**src/rtl/bht_predictor.sv**
```systemverilog
// Branch history table: 2^IDX_W saturating counters, bimodal or gshare indexed,
// with a registered predict port and a train port. Optional macro: BHT_BYPASS_EN.

module bht_ctr_entry #(
    parameter int              CTR_W = 2,
    parameter logic [CTR_W-1:0] WNT  = '0
) (
    input  logic             clk,
    input  logic             resetn,
    input  logic             wr_en,
    input  logic [CTR_W-1:0] wr_val,
    output logic [CTR_W-1:0] count
);
    always_ff @(posedge clk) begin
        if (!resetn)
            count <= WNT;
        else if (wr_en)
            count <= wr_val;
    end
endmodule

module bht_predictor #(
    parameter int IDX_W  = 6,
    parameter int CTR_W  = 2,
    parameter int PC_W   = 32,
    parameter int HIST_W = 0
) (
    input  logic                                 clk,
    input  logic                                 resetn,
    input  logic                                 predict_valid,
    input  logic [PC_W-1:0]                      predict_pc,
    output logic                                 predict_out_valid,
    output logic                                 predict_taken,
    output logic [CTR_W-1:0]                     predict_count,
    output logic [(HIST_W > 0 ? HIST_W : 1)-1:0] predict_hist,
    input  logic                                 train_valid,
    input  logic [PC_W-1:0]                      train_pc,
    input  logic [(HIST_W > 0 ? HIST_W : 1)-1:0] train_hist,
    input  logic                                 train_taken
);
    localparam int               HW      = (HIST_W > 0) ? HIST_W : 1;
    localparam int               ENTRIES = 1 << IDX_W;
    localparam int               STAGES  = 1;
    localparam logic [CTR_W-1:0] WNT     = {1'b0, {(CTR_W-1){1'b1}}};
    localparam logic [CTR_W-1:0] CTR_MAX = '1;
    localparam logic [CTR_W-1:0] CTR_MIN = '0;

    typedef struct packed {
        logic             vld;
        logic [IDX_W-1:0] idx;
        logic [HW-1:0]    hist;
    } pred_req_t;

    typedef struct packed {
        logic             vld;
        logic [IDX_W-1:0] idx;
        logic             taken;
    } train_req_t;

    logic [ENTRIES-1:0][CTR_W-1:0] ctr_q;
    logic [HW-1:0]                 ghr_q;
    logic [IDX_W-1:0]              ghr_ext;
    logic [IDX_W-1:0]              thist_ext;
    pred_req_t                     preq;
    train_req_t                    treq;
    logic [CTR_W-1:0]              t_rd;
    logic [CTR_W-1:0]              t_wr;
    logic [CTR_W-1:0]              p_rd;
    logic [STAGES:1]               vld_pipe;
    logic                          unused_bits;

    // Upper PC bits never reach the index; bimodal builds ignore train_hist.
    assign unused_bits = ^{predict_pc, train_pc, train_hist};

    generate
        if (HIST_W > 0) begin : g_hist
            assign ghr_ext   = IDX_W'(ghr_q);
            assign thist_ext = IDX_W'(train_hist);
            always_ff @(posedge clk) begin
                if (!resetn)
                    ghr_q <= '0;
                else if (train_valid)
                    ghr_q <= (HIST_W == 1) ? HW'(train_taken)
                                           : HW'({ghr_q, train_taken});
            end
        end else begin : g_nohist
            assign ghr_ext   = '0;
            assign thist_ext = '0;
            assign ghr_q     = '0;
        end
    endgenerate

    always_comb begin
        preq       = '0;
        preq.vld   = predict_valid;
        preq.idx   = predict_pc[IDX_W-1:0] ^ ghr_ext;
        preq.hist  = ghr_q;
        treq       = '0;
        treq.vld   = train_valid;
        treq.idx   = train_pc[IDX_W-1:0] ^ thist_ext;
        treq.taken = train_taken;
    end

    // Single shared saturating update; only the addressed entry latches it.
    always_comb begin
        t_rd = ctr_q[treq.idx];
        t_wr = t_rd;
        if (treq.taken) begin
            if (t_rd != CTR_MAX)
                t_wr = t_rd + 1'b1;
        end else begin
            if (t_rd != CTR_MIN)
                t_wr = t_rd - 1'b1;
        end
    end

    generate
        for (genvar i = 0; i < ENTRIES; i++) begin : g_ent
            bht_ctr_entry #(
                .CTR_W (CTR_W),
                .WNT   (WNT)
            ) u_ent (
                .clk    (clk),
                .resetn (resetn),
                .wr_en  (treq.vld && (treq.idx == IDX_W'(i))),
                .wr_val (t_wr),
                .count  (ctr_q[i])
            );
        end
    endgenerate

    always_comb begin
        p_rd = ctr_q[preq.idx];
`ifdef BHT_BYPASS_EN
        // Forward the counter only; the lookup index still uses the pre-shift GHR.
        if (treq.vld && (treq.idx == preq.idx))
            p_rd = t_wr;
`endif
    end

    always_ff @(posedge clk) begin
        if (!resetn) begin
            vld_pipe      <= '0;
            predict_count <= '0;
            predict_hist  <= '0;
        end else begin
            vld_pipe[1] <= preq.vld;
            for (int s = 2; s <= STAGES; s++)
                vld_pipe[s] <= vld_pipe[s-1];
            if (preq.vld) begin
                predict_count <= p_rd;
                predict_hist  <= preq.hist;
            end
        end
    end

    assign predict_out_valid = vld_pipe[STAGES];
    assign predict_taken     = predict_count[CTR_W-1];

endmodule
```
**config.mk**
```make
export PLATFORM = sky130hd
export DESIGN_NAME = bht_predictor
export DESIGN_NICKNAME = d
export VERILOG_FILES = /design/src/rtl/bht_predictor.sv
export SDC_FILE = /design/constraint.sdc
export NUM_CORES = 1
export LEC_CHECK = 0
export ABC_AREA = 1
export BUFFER_PORTS_ARGS = -buffer_cell sky130_fd_sc_hd__buf_2
export CORE_MARGIN = 3
export CORE_UTILIZATION = 60
export DETAILED_ROUTE_END_ITERATION = 6
export PLACE_DENSITY = 0.79
export SLEW_MARGIN = 20
export SYNTH_ARGS = -nofsm -noshare
export SYNTH_HDL_FRONTEND = slang
export SYNTH_SLANG_ARGS = --single-unit
```
**constraint.sdc**
```tcl
create_clock -name clk -period 1.85 [get_ports clk]
set_input_delay 0.0925 -clock clk [delete_from_list [all_inputs] [get_ports clk]]
set_output_delay 0.0925 -clock clk [all_outputs]
set_load 0.005 [all_outputs]
```
==> reports/metrics.yaml, run 1 <==
logic_synthesis:
  synth-edff-count: 0
  netlist_instances: 1272
  yosys-top-cells-area: "dfxtp_1 (35%), nand2_1 (21%), nor2_1 (10%), a21oi_1 (8.7%), o21ai_0 (8.5%)"
  ys_seq_area_share_pct: 34.9
  synth-seq-cells: 131
  syn_avg_cell_area_um2: 5.91
  synth_area_leader_cell: "dfxtp_1"
  ys_async_sr_fraction_pct: 0
  ys_types: 23
  synth_top_cell_area_share_pct: 34.9
  yosys_warnings: 0
  synth_flop_cell: "dfxtp_1"
  synth_area_um2: 7520
  syn_nets: 1342
critical_path:
  cp_max_fo: 7
  slowest_stage: "dfxtp_2"
  r2r_slack_ns: -0.13
  max_stage_delay_ns: 0.33
  endpoint_kind: "flip-flop"
  crit_required_ns: 2.16
  critical_path_class: "flip-flop to flip-flop"
  crit_arrival_ns: 2.29
  path_cells: "nand2_1 > nand2_1 > nand2_1 > nand2_1 > nand2_2 > nand2_1 > nor2_1 > nor2_1 > nor2_1 > nand2_1 > nand2_4 > nand2_8 > nand2_8 > buf_12 > a21oi_1"
  start_kind: "flip-flop"
  crit_path_frequent_cell: "nand2_1"
clock_network:
  root_buffer: "clkbuf_16"
  cts_max_level: 4
  numCtsBuffers: 17
  clock-sinks: 131
  clk_pin_slew_worst_paths_ns: 0.06
  clock_path_buffers: 2
  clk_latency_ns: 0.43
  cts_tree: "built"
timing:
  skew_ns: 0.00644
  hold_violations: 0
  tightest_slew_ns: 0.912
  finalCritPeriodShare_pct: 107
  setup_viol: 128
  fin_ws_ns: -0.133
  clock.fmax_ghz: 0.504
  period_minus_slack_ns: 1.98
  rsz0062_at_grt: "true"
  slew_violations: 0
  fin_tns_setup_ns: -11.46
  slew_headroom_pct: 39.2
routing:
  antenna_left: 0
  drc: 24
  wl_per_cell_um: 19.7
  first_pass_iters: 7
  drt_iter0_markers: 1334
  via_count: 9144
  wirelength_um: 29500
  vias_per_cell: 6.10
floorplanning:
  die_h_um: 118
  initial_utilization_pct: 62.1
  die_x_um: 118
  rows: 40
  pin_count: 75
  design.core.area_um2: 12100
  dieArea_um2: 13900
global_route:
  grt_pass1_vias: 7729
  grt_usage_pct: 36.9
  overflow: 0
  grt_pass1_wl_um: 40900
  grt_antenna_before_repair: 0
  grt_max_degree: 41
final_layout:
  fin_nets: 1391
  antenna_cells: 0
  drive_above_1_share_pct: 19.7
  num-fill-cells: 931
  finalInstanceArea_um2: 9500
  area_growth_pct: 26.3
power:
  powerDensity_nw_per_um2: 802
  p_leak_nw: 4.10
  vdd_drop_max_mv: 1.11
status:
  status: "complete, but fails checks"
  violations: "DRC, setup timing"
run:
  maxCapViolCount: 0
place:
  post_dp_cell_area_um2: 8050
  place_hpwl_um: 17800
  place.gp.congestion: 1.04
  port-buffer-count: 20
hold_path:
  hold_class: "primary input to flip-flop"
[cell type report]
class	count	area, um^2	area share (%)
clock buffer	26	489	5.15
clock inverter	4	97.6	1.03
inverter	101	379	3.99
multi-input combinational	971	4630	48.8
sequential	131	2630	27.7
tap	168	210	2.21
timing repair buffer	99	1050	11.1
[stage by stage]
stage,power (W),util (%),std cells,worst slack (ns),hold WS [ns]
global placement,0.00383,66.4,1450,-0.286,0.339
CTS,0.00720,71.5,1482,0.00584,0.161
global route,0.00778,78.4,1500,-0.266,0.177
floorplan,0.00349,-,1272,0.183,0.186
detailed placement,0.00384,66.4,1450,-0.316,0.358
finish,0.00762,78.4,1500,-0.133,0.157
[cells in the final DEF (no fill, tap or decap), drive strengths merged]
cell type    instances
dlygate4sd3          2
nand3b               1
clkinvlp             1
o211ai               6
o21ai              128
nand2              429
dfxtp              131
o22ai               19
clkbuf              36
nor2               208
buf                 87
conb                 1
o21bai               2
bufinv               3
nand3               38
inv                101
a21oi              131
nand4                8
[path summary, 6_finish.rpt]
| kind | start | endpoint | depth (start not counted) |
|---|---|---|---|
| worst max register to register | g_ent[1].u_ent.count[1]$_SDFFE_PN0P_ | g_ent[42].u_ent.count[1]$_SDFFE_PN0P_ | 15 |
| worst min register to register | g_ent[31].u_ent.count[0]$_SDFFE_PN1P_ | g_ent[31].u_ent.count[0]$_SDFFE_PN1P_ | 2 |
| worst min-delay path | resetn | predict_out_valid$_SDFF_PN0_ | 4 |
| worst max-delay path | g_ent[1].u_ent.count[1]$_SDFFE_PN0P_ | g_ent[42].u_ent.count[1]$_SDFFE_PN0P_ | 15 |
[flip-flops by register name, indices dropped and copies added (netlist names)]
signal and count:
g_ent.u_ent.count 128, predict_count 2, predict_out_valid 1
[layer usage]
| layer | GRT usage [%] | up-vias | routed length [um] |
|---|---|---|---|
| met5 | 0 | - | 0 |
| li1 | - | 4139 | - |
| met2 | 57.5 | 719 | 12700 |
| met1 | 48.1 | 4079 | 10900 |
| met4 | 17.0 | 0 | 1930 |
| met3 | 9.51 | 207 | 3980 |
[power breakdown]
group | internal, W | switching (W)
clock | 0.00221 | 0.00124
sequential | 0.00285 | 0.0000184
combinational | 0.000465 | 0.000836
total | 0.00552 | 0.00210
[worst max-delay path, delay by kind of cell, from the launching register on]
kind | cells | cell delay (ns)
and+or+nand+nor | 13 | 1.26
DFF | 1 | 0.33
buffers and inverters | 1 | 0.17
AOI/OAI and AO/OA | 1 | 0.08
[cells in the mapped netlist, types with 2 or more instances]
library cell / n
nand2_1: 423
nor2_1: 206
a21oi_1: 131
dfxtp_1: 131
o21ai_0: 127
inv_1: 97
clkbuf_1: 43
nand3_1: 38
o22ai_1: 19
buf_4: 14
nand4_1: 8
buf_6: 7
buf_2: 6
o211ai_1: 6
inv_2: 4
nand2_4: 3
nor2_2: 2
o21bai_1: 2
[logic make-up (layout without fill, tap and decap cells)]
family	count (synthesis)	after routing	share of synthesized area (%)
compound gates	286	286	19.6
buf+inv	172	230	10.1
flops	131	131	34.9
other cells	1	1	0.0499
simple gates	682	684	35.4
[repair_timing]
| action | CTS | global route |
|---|---|---|
| hold endpoints to repair | 2 | 0 |
| setup endpoints to repair | 0 | 129 |
| hold buffers | 2 | 0 |
| setup buffers | 0 | 2 |
| resized for setup | 0 | 151 |
(Power assumes the default switching activity.)
==> run 2: changes to the inputs <==
--- a/config.mk
+++ b/config.mk
@@ -10,8 +10,9 @@
 export CORE_MARGIN = 3
 export CORE_UTILIZATION = 60
 export DETAILED_ROUTE_END_ITERATION = 6
-export PLACE_DENSITY = 0.79
+export PLACE_DENSITY = 0.78
 export SLEW_MARGIN = 20
 export SYNTH_ARGS = -nofsm -noshare
 export SYNTH_HDL_FRONTEND = slang
+export SYNTH_HIERARCHICAL = 1
 export SYNTH_SLANG_ARGS = --single-unit
==> run 2 against run 1 <==
Compared with the run above: the run still ends with DRC, setup timing left; synthesized cell count grew 19%; die area increased by 7.9%; power down 2.5%; clock power down 8.7%; design area rose by 7.5%; cell count grew 18%; count of clock-buffer cells in the layout is the same; register-to-register slack worse by 0.03 ns; routed wire length decreased by 2.7%; first-iteration DRC count is 9.7% higher; clock skew increased by 0.0014 ns; critical path depth rose by 1; critical path type unchanged.
==> reports/metrics.yaml, run 2 <==
routing:
  via_count: 9895
  antenna_left: 0
  drc: 1
  drt_iter0_markers: 1464
  vias_per_cell: 5.57
  wirelength_um: 28700
  wl_per_cell_um: 16.1
  first_pass_iters: 7
logic_synthesis:
  synth_common_cells: "nand2_1 (748), nor2_1 (219), nand3_1 (190)"
  yosys_warnings: 6
  ys_async_sr_fraction_pct: 0
  syn_nets: 1579
  synth-seq-cells: 131
  ys_types: 18
  synth_flop_cell: "dfxtp_1"
  synth_top_cell_area_share_pct: 34.5
  syn_avg_cell_area_um2: 5.40
  synth-edff-count: 0
  synth_most_common_cell: "nand2_1"
  synth_area_um2: 8150
  ys_seq_area_share_pct: 32.2
  synth_area_leader_cell: "nand2_1"
  netlist_instances: 1509
  yosys-top-cells-area: "nand2_1 (34%), dfxtp_1 (32%), nand3_1 (12%), nor2_1 (10%), inv_1 (6.8%)"
final_layout:
  largest_register_ffs: 128
  fin_nets: 1664
  num-fill-cells: 1061
  drive_above_1_share_pct: 15.8
  layout_commonest_cell: "nand2_1"
  registers.top_by_ff_count: "g_ent.u_ent/count"
  antenna_cells: 0
  mostFrequentLayoutCells: "nand2_1 (692), nor2_1 (218), nand3_1 (186)"
  area_growth_pct: 25.2
global_route:
  grt_antenna_before_repair: 0
  grt_pass1_vias: 8473
  grt_max_degree: 65
  overflow: 0
  grt_pass1_wl_um: 42000
  grt_usage_pct: 35.6
timing:
  period_minus_slack_ns: 2.01
  holdWs_ns: 0.00865
  fin_tns_setup_ns: -11.60
  finalCritPeriodShare_pct: 109
  skew_ns: 0.00782
  setup_viol: 128
  rsz0062_at_grt: "true"
  slew_violations: 0
  clock.fmax_ghz: 0.497
  fin_ws_ns: -0.163
  hold_violations: 0
floorplanning:
  die_h_um: 123
  die_x_um: 123
  rows: 41
  initial_utilization_pct: 63.0
  dieArea_um2: 15000
  pin_count: 75
  design.core.area_um2: 12900
clock_network:
  root_buffer: "clkbuf_16"
  clk_pin_slew_worst_paths_ns: 0.06
  clock-sinks: 131
  post_cts.repair.setup_buffers: 0
  clk_latency_ns: 0.43
  cts_tree: "built"
  clock_path_buffers: 2
  cts_max_level: 4
  numCtsBuffers: 17
critical_path:
  cp_max_fo: 10
  critical_path_class: "flip-flop to flip-flop"
  crit_arrival_ns: 2.30
  endpoint_kind: "flip-flop"
  crit_required_ns: 2.14
  start_kind: "flip-flop"
status:
  status: "complete, but fails checks"
  violations: "DRC, setup timing"
power:
  vdd_drop_max_mv: 0.646
  p_leak_nw: 5.08
  powerDensity_nw_per_um2: 728
place:
  port-buffer-count: 20
  place_hpwl_um: 17300
  place.gp.congestion: 0.938
run:
  maxCapViolCount: 0
hold_path:
  hold_class: "primary input to flip-flop"
## run 2: cell count changes in the layout (fill, tap and decap cells not counted), moves of 15 or more
cell | before | now
a21oi_1 | 80 | 2
a21oi_2 | 47 | 0
clkinv_4 | 0 | 15
inv_1 | 89 | 114
nand2_1 | 366 | 692
nand3_1 | 37 | 186
nor2_1 | 203 | 218
o21ai_0 | 127 | 0
o22ai_1 | 19 | 0
## run 2: timing repair
| action | 4_1_cts | 5_1_grt |
|---|---|---|
| gates resized for setup | 3 | 138 |
| endpoints found under the hold margin | 3 | 0 |
| endpoints found under the setup margin | 38 | 128 |
| pin swaps | 1 | 33 |
| cloned | 0 | 14 |
| hold buffers | 1 | 0 |
## run 2: cells by family after synthesis
kind of cell,synth area share [%]
flip-flops,32.2
buffers and inverters,10.6
other,0.0460
AO/OA/AOI/OAI,0.737
AND/OR/NAND/NOR,56.4
## run 2: worst max-delay path, stage by stage (launching register included)
cell and delay [ns]:
dfxtp_2 0.33, nand2_2 0.07, nand2_2 0.06, nand2_1 0.06, nand3_1 0.06, nand2_1 0.09, nand2_1 0.07, o21ai_1 0.15
nand2_1 0.09, inv_1 0.09, nand2_2 0.10, buf_6 0.14, nand2_4 0.10, nand2_8 0.12, buf_12 0.17, nand2_1 0.07
nand3_1 0.10
## run 2: stage by stage
stage          std cells  setup WS [ns]  power (W)  cell area (um^2)  util (%)
2_1_floorplan       1509          0.109    0.00354              8160         -
3_3_place_gp        1732         -0.218    0.00399              9060      70.1
3_5_place_dp        1732         -0.238    0.00401              9060      70.1
4_1_cts             1763       -0.00371    0.00711              9620      74.4
5_1_grt             1777         -0.308    0.00764             10200      78.9
6_report            1777         -0.163    0.00743             10200      78.9
## run 2: layer usage
layer  up-vias  wire, um  global-route usage [%]
li1       4751         -                       -
met1      4407     11100                    47.4
met2       626     13000                    56.3
met3       111      3310                    7.28
met4         0      1290                    14.9
met5         -         0                       0
## run 2: final timing paths
path,startpoint,endpoint,slack (ns),cells past startpoint
max,g_ent[21].u_ent/count[1]$_SDFFE_PN0P_,g_ent[10].u_ent/count[0]$_SDFFE_PN1P_,-0.16,16
min,resetn,g_ent[2].u_ent/count[0]$_SDFFE_PN1P_,0.009,2
max reg2reg,g_ent[21].u_ent/count[1]$_SDFFE_PN0P_,g_ent[10].u_ent/count[0]$_SDFFE_PN1P_,-0.16,16
min reg2reg,g_ent[31].u_ent/count[0]$_SDFFE_PN1P_,g_ent[31].u_ent/count[0]$_SDFFE_PN1P_,0.48,2
## run 2: power by group
part	leakage, nW	internal (W)	switching (W)
Sequential	1.06	0.00285	0.0000179
Clock	0.268	0.00190	0.00125
Combinational	3.75	0.000519	0.000897
## run 2: area by class of cell
class	count	area, um^2	share of cell area (%)
timing repair buffer	117	1250	12.3
sequential	131	2630	25.8
tap	172	215	2.11
clock buffer	26	519	5.09
clock inverter	4	22.5	0.221
multi-input combinational	1175	4920	48.2
inverter	152	648	6.35
